[config.mk]
export PLATFORM = sky130hd
export DESIGN_NAME = fp36_pack
export DESIGN_NICKNAME = d
export VERILOG_FILES = /design/src/rtl/fp36_pack.sv
export SDC_FILE = /design/constraint.sdc
export NUM_CORES = 1
export LEC_CHECK = 0
export ABC_AREA = 1
export BUFFER_PORTS_ARGS = -buffer_cell sky130_fd_sc_hd__buf_2
export CAP_MARGIN = 20
export CORE_ASPECT_RATIO = 0.75
export CORE_MARGIN = 4
export CORE_UTILIZATION = 55
export DETAILED_ROUTE_END_ITERATION = 10
export PLACE_DENSITY = 0.8
export SYNTH_ARGS = -nofsm -noshare
export SYNTH_HDL_FRONTEND = slang
export SYNTH_SLANG_ARGS = --single-unit
[constraint.sdc]
create_clock -name i_clk -period 5.4 [get_ports i_clk]
set_input_delay 0.27 -clock i_clk [delete_from_list [all_inputs] [get_ports i_clk]]
set_output_delay 0.27 -clock i_clk [all_outputs]
set_load 0.01 [all_outputs]
[src/rtl/fp36_pack.sv]
// Packs the FADD internal result (sign, signed exponent, 36-bit fraction) into binary32 with
// round-to-nearest-even, through a 3-stage valid/ready pipeline that collapses bubbles.
module fp36_pack #(
  parameter int unsigned FRAC_WIDTH = 36,
  parameter int unsigned EXP_WIDTH  = 8
) (
  input  logic                  i_clk,
  input  logic                  i_rst,
  input  logic                  i_in_valid,
  output logic                  o_in_ready,
  input  logic                  i_sign,
  input  logic [EXP_WIDTH-1:0]  i_exp,
  input  logic [FRAC_WIDTH-1:0] i_frac,
  output logic                  o_out_valid,
  input  logic                  i_out_ready,
  output logic [31:0]           o_data,
  output logic [3:0]            o_flags
);

  logic r_v1, r_v2, r_v3;
  logic w_rdy1, w_rdy2, w_rdy3;

  logic                  r_s1_sign;
  logic [EXP_WIDTH-1:0]  r_s1_exp;
  logic [FRAC_WIDTH-1:0] r_s1_frac;

  logic        r_s2_sign;
  logic        r_s2_zero;
  logic [34:0] r_s2_m;
  logic [9:0]  r_s2_be;

  logic [31:0] r_data;
  logic [3:0]  r_flags;

  logic [5:0]  w_lz;
  logic [34:0] w_m;
  logic [9:0]  w_be;
  logic        w_g, w_s, w_rnd;
  logic [23:0] w_fsum;
  logic [9:0]  w_be_r;
  logic [31:0] w_data;
  logic [3:0]  w_flags;

  assign w_rdy3      = ~r_v3 | i_out_ready;
  assign w_rdy2      = ~r_v2 | w_rdy3;
  assign w_rdy1      = ~r_v1 | w_rdy2;
  assign o_in_ready  = w_rdy1;
  assign o_out_valid = r_v3;
  assign o_data      = r_data;
  assign o_flags     = r_flags;

  // Ascending scan: the last hit is the highest set bit, giving the leading-zero count.
  always_comb begin
    w_lz = '0;
    for (int i = 0; i < FRAC_WIDTH; i++) begin
      if (r_s1_frac[i]) w_lz = 6'(FRAC_WIDTH - 1 - i);
    end
  end

  // The hidden bit m[35] is implied by normalization and is not carried forward.
  assign w_m  = 35'(r_s1_frac << w_lz);
  assign w_be = {{2{r_s1_exp[EXP_WIDTH-1]}}, r_s1_exp} - {4'd0, w_lz} + 10'd127;

  assign w_g    = r_s2_m[11];
  assign w_s    = |r_s2_m[10:0];
  assign w_rnd  = w_g & (w_s | r_s2_m[12]);
  assign w_fsum = {1'b0, r_s2_m[34:12]} + {23'd0, w_rnd};
  assign w_be_r = r_s2_be + {9'd0, w_fsum[23]};

  always_comb begin
    w_data  = {r_s2_sign, 31'd0};
    w_flags = 4'b0001;
    if (r_s2_zero) begin
      w_flags = 4'b0001;
    end else if ($signed(r_s2_be) < 10'sd1) begin
      w_flags = 4'b0111;
    end else if (w_be_r == 10'd255) begin
      w_data  = {r_s2_sign, 8'hFF, 23'd0};
      w_flags = 4'b1010;
    end else begin
      w_data  = {r_s2_sign, w_be_r[7:0], w_fsum[22:0]};
      w_flags = {2'b00, w_g | w_s, 1'b0};
    end
  end

  always_ff @(posedge i_clk) begin
    if (i_rst) begin
      r_v1    <= 1'b0;
      r_v2    <= 1'b0;
      r_v3    <= 1'b0;
      r_data  <= '0;
      r_flags <= '0;
    end else begin
      if (w_rdy1) r_v1 <= i_in_valid;
      if (w_rdy2) r_v2 <= r_v1;
      if (w_rdy3) begin
        r_v3 <= r_v2;
        if (r_v2) begin
          r_data  <= w_data;
          r_flags <= w_flags;
        end
      end
    end
  end

  always_ff @(posedge i_clk) begin
    if (w_rdy1 && i_in_valid) begin
      r_s1_sign <= i_sign;
      r_s1_exp  <= i_exp;
      r_s1_frac <= i_frac;
    end
    if (w_rdy2 && r_v1) begin
      r_s2_sign <= r_s1_sign;
      r_s2_zero <= (r_s1_frac == '0);
      r_s2_m    <= w_m;
      r_s2_be   <= w_be;
    end
  end

endmodule

==> impl_metrics.json <==
{
  "grt_usage_pct": 26.0,
  "root_buffer": "clkbuf_16",
  "setup_viol": 0,
  "grt.overflow.total": 0,
  "end_kind": "flop",
  "seq_area_frac_synth_pct": 46.9,
  "synth_area_leaders": "edfxtp_1 (37%), nand3_1 (14%), nand2_1 (13%)",
  "nets": 1129,
  "rsz0062_at_grt": "no",
  "vias_per_cell": 5.67,
  "timing.final.crit_share_pct": 90.3,
  "ys_ff_latch": 131,
  "synth-warning-count": 0,
  "fin_hold_ws_ps": 15.1,
  "rows": 36,
  "multi_input_area_um2": 3460,
  "clk_pin_slew_worst_paths_ps": 60,
  "core_um2": 13200,
  "buffer_ports.inserted": 86,
  "fp.dieH_um": 110,
  "areaGrowthSynthToFinish_pct": 16.0,
  "dr.pass1.iters": 6,
  "seqCellArea_um2": 3540,
  "fillers": 1102,
  "clock-sinks": 131,
  "fin_setup_tns_ps": 0,
  "crit_required_ps": 5680,
  "grt_max_degree": 47,
  "final_hold_viol_count": 0,
  "grt_pass1_wl_um": 32100,
  "wl_per_cell_um": 16.0,
  "initial_core_util_pct": 57.2,
  "ir_worst_vdd_mv": 0.269,
  "synth.net_count": 1048,
  "crit_path_top_delay_cell": "o41ai_4",
  "ctsHoldBuffers": 0,
  "post-dp-hpwl_um": 14100,
  "skew_ps": 11.0,
  "p_per_area_nw_per_um2": 311,
  "num_antenna_cells": 0,
  "drcViolationCount": 0,
  "synth_cells": 979,
  "synth_edf_count": 92,
  "cp_top_family": "simple AND/OR/NAND/NOR gates",
  "vias": 7059,
  "syn_area_um2": 7550,
  "critPathMaxStageDelay_ps": 400,
  "tightest_slew_ps": 931,
  "post_route_cells_drive_above_1_share_pct": 14.4,
  "synth_common_cells": "nand2_1 (264), nand3_1 (205), inv_1 (105), edfxtp_1 (92), nor2_1 (66)",
  "p_leak_nw": 4.00,
  "clkLatencyLatePin_ps": 430,
  "fin_crit_ps": 4880,
  "syn_area_per_cell_um2": 7.72,
  "synth_top_area_cell": "edfxtp_1",
  "status": "finished clean",
  "ant_nets": 0,
  "synth_cell_types": 41,
  "htreeDepth": 4,
  "dieWidth_um": 143,
  "synth_top_area_share_pct": 36.6,
  "yosysMostFrequentCell": "nand2_1",
  "async_flop_share_pct": 0,
  "synthFlopType": "edfxtp_1",
  "cp-start-kind": "flop",
  "io_pins": 87,
  "grt_antenna_before_repair": 0,
  "holdCritPathClass": "in2reg",
  "maxSlewViolCount": 0,
  "worstSetupPathType": "reg2reg",
  "path_buf_inv": 6,
  "drt_iter0_markers": 902,
  "finalWirelength_um": 19900,
  "cts_inserted_buffers": 17,
  "tritoncts": "built",
  "maxCapViolations": 0,
  "critPathMaxFanout": 11,
  "gp_congestion": 0.947,
  "critPathMostFrequentCell": "nor2_1",
  "fmaxAchievable_mhz": 205,
  "grt_pass1_vias": 6600,
  "relSlewSlack_pct": 37.8,
  "die_area_um2": 15700,
  "cts_buffer_depth": 2,
  "arrival_ps": 5150,
  "final_util_pct": 66.4
}
where the power goes:
part	internal [mW]	leakage (nW)	total, mW	switching, mW
registers	1.14	1.20	1.18	0.0349
clock network	0.718	0.312	1.19	0.470
logic	0.118	2.49	0.357	0.239
path summary, 6_finish.rpt:
path,startpoint,endpoint,slack [ps],cells after the start
setup / recovery,r_s2_m[7],o_data[3],520,31
hold / removal,i_frac[10],r_s1_frac[10],20,1
setup reg to reg,r_s2_m[7],o_data[3],520,31
hold reg to reg,r_s1_sign,r_s2_sign,440,0
stage by stage:
stage	area, µm²	instances	setup slack [ps]	total power [mW]
final	8760	1244	523	2.72
after global routing	8760	1244	35.6	2.83
after detailed placement	8090	1208	551	1.54
after floorplan	7550	979	1410	1.44
after CTS	8710	1240	298	2.72
after global placement	8090	1208	719	1.53
layout by cell type, fill, tap and decap left out, types with 2 or more instances in the layout:
cell type / n
a21oi_1: 47
a31oi_1: 2
buf_2: 86
buf_4: 11
clkbuf_16: 21
clkinv_1: 4
clkinv_2: 2
clkinv_4: 3
dfxtp_1: 39
edfxtp_1: 92
ha_1: 19
inv_1: 103
inv_2: 2
inv_4: 2
inv_8: 2
nand2_1: 264
nand2_2: 9
nand2_4: 2
nand3_1: 205
nand3_2: 3
nand4_1: 11
nor2_1: 66
nor3_1: 7
nor3_2: 2
nor4_1: 6
o21ai_0: 21
o21ai_1: 7
o31ai_1: 2
or2_2: 2
xor2_1: 12
repair_timing:
| item | 4_1_cts | 5_1_grt |
|---|---|---|
| buffers inserted | 0 | 3 |
| endpoints found under the setup margin | 0 | 22 |
| resized for setup | 0 | 5 |
area by class of cell:
cell class                      count  share of cell area [%]
Clock buffer                       22                    6.15
Sequential cell                   131                    40.4
Multi-Input combinational cell    703                    39.5
Timing Repair Buffer               97                    5.85
Clock inverter                     10                   0.914
Timing Repair inverter              1                  0.0857
Inverter                          109                    4.67
Tap cell                          171                    2.44
routing by layer:
| layer | track usage [%] | share of wire [%] |
|---|---|---|
| met1 | 35.8 | 43 |
| met2 | 41.2 | 46 |
| met3 | 6.57 | 9.3 |
| met4 | 7.39 | 1.6 |
| met5 | 0 | 0 |
state kept, by name, summed over array words and instances, names as in the netlist, 4 cells and up:
name / count
r_s1_exp: 8
r_s2_be: 10
o_data: 32
o_flags: 4
r_s2_m: 35
r_s1_frac: 36
cell families after synthesis:
logic type / Yosys count / synth area share (%)
and+or+nand+nor: 581 / 34.0
adders and majority gates: 20 / 3.41
DFF: 131 / 46.9
AOI/OAI and AO/OA: 89 / 6.48
xor gates and xnor gates: 13 / 1.51
buffers and inverters: 145 / 7.68
No activity file was read; power rests on OpenSTA's default activity.
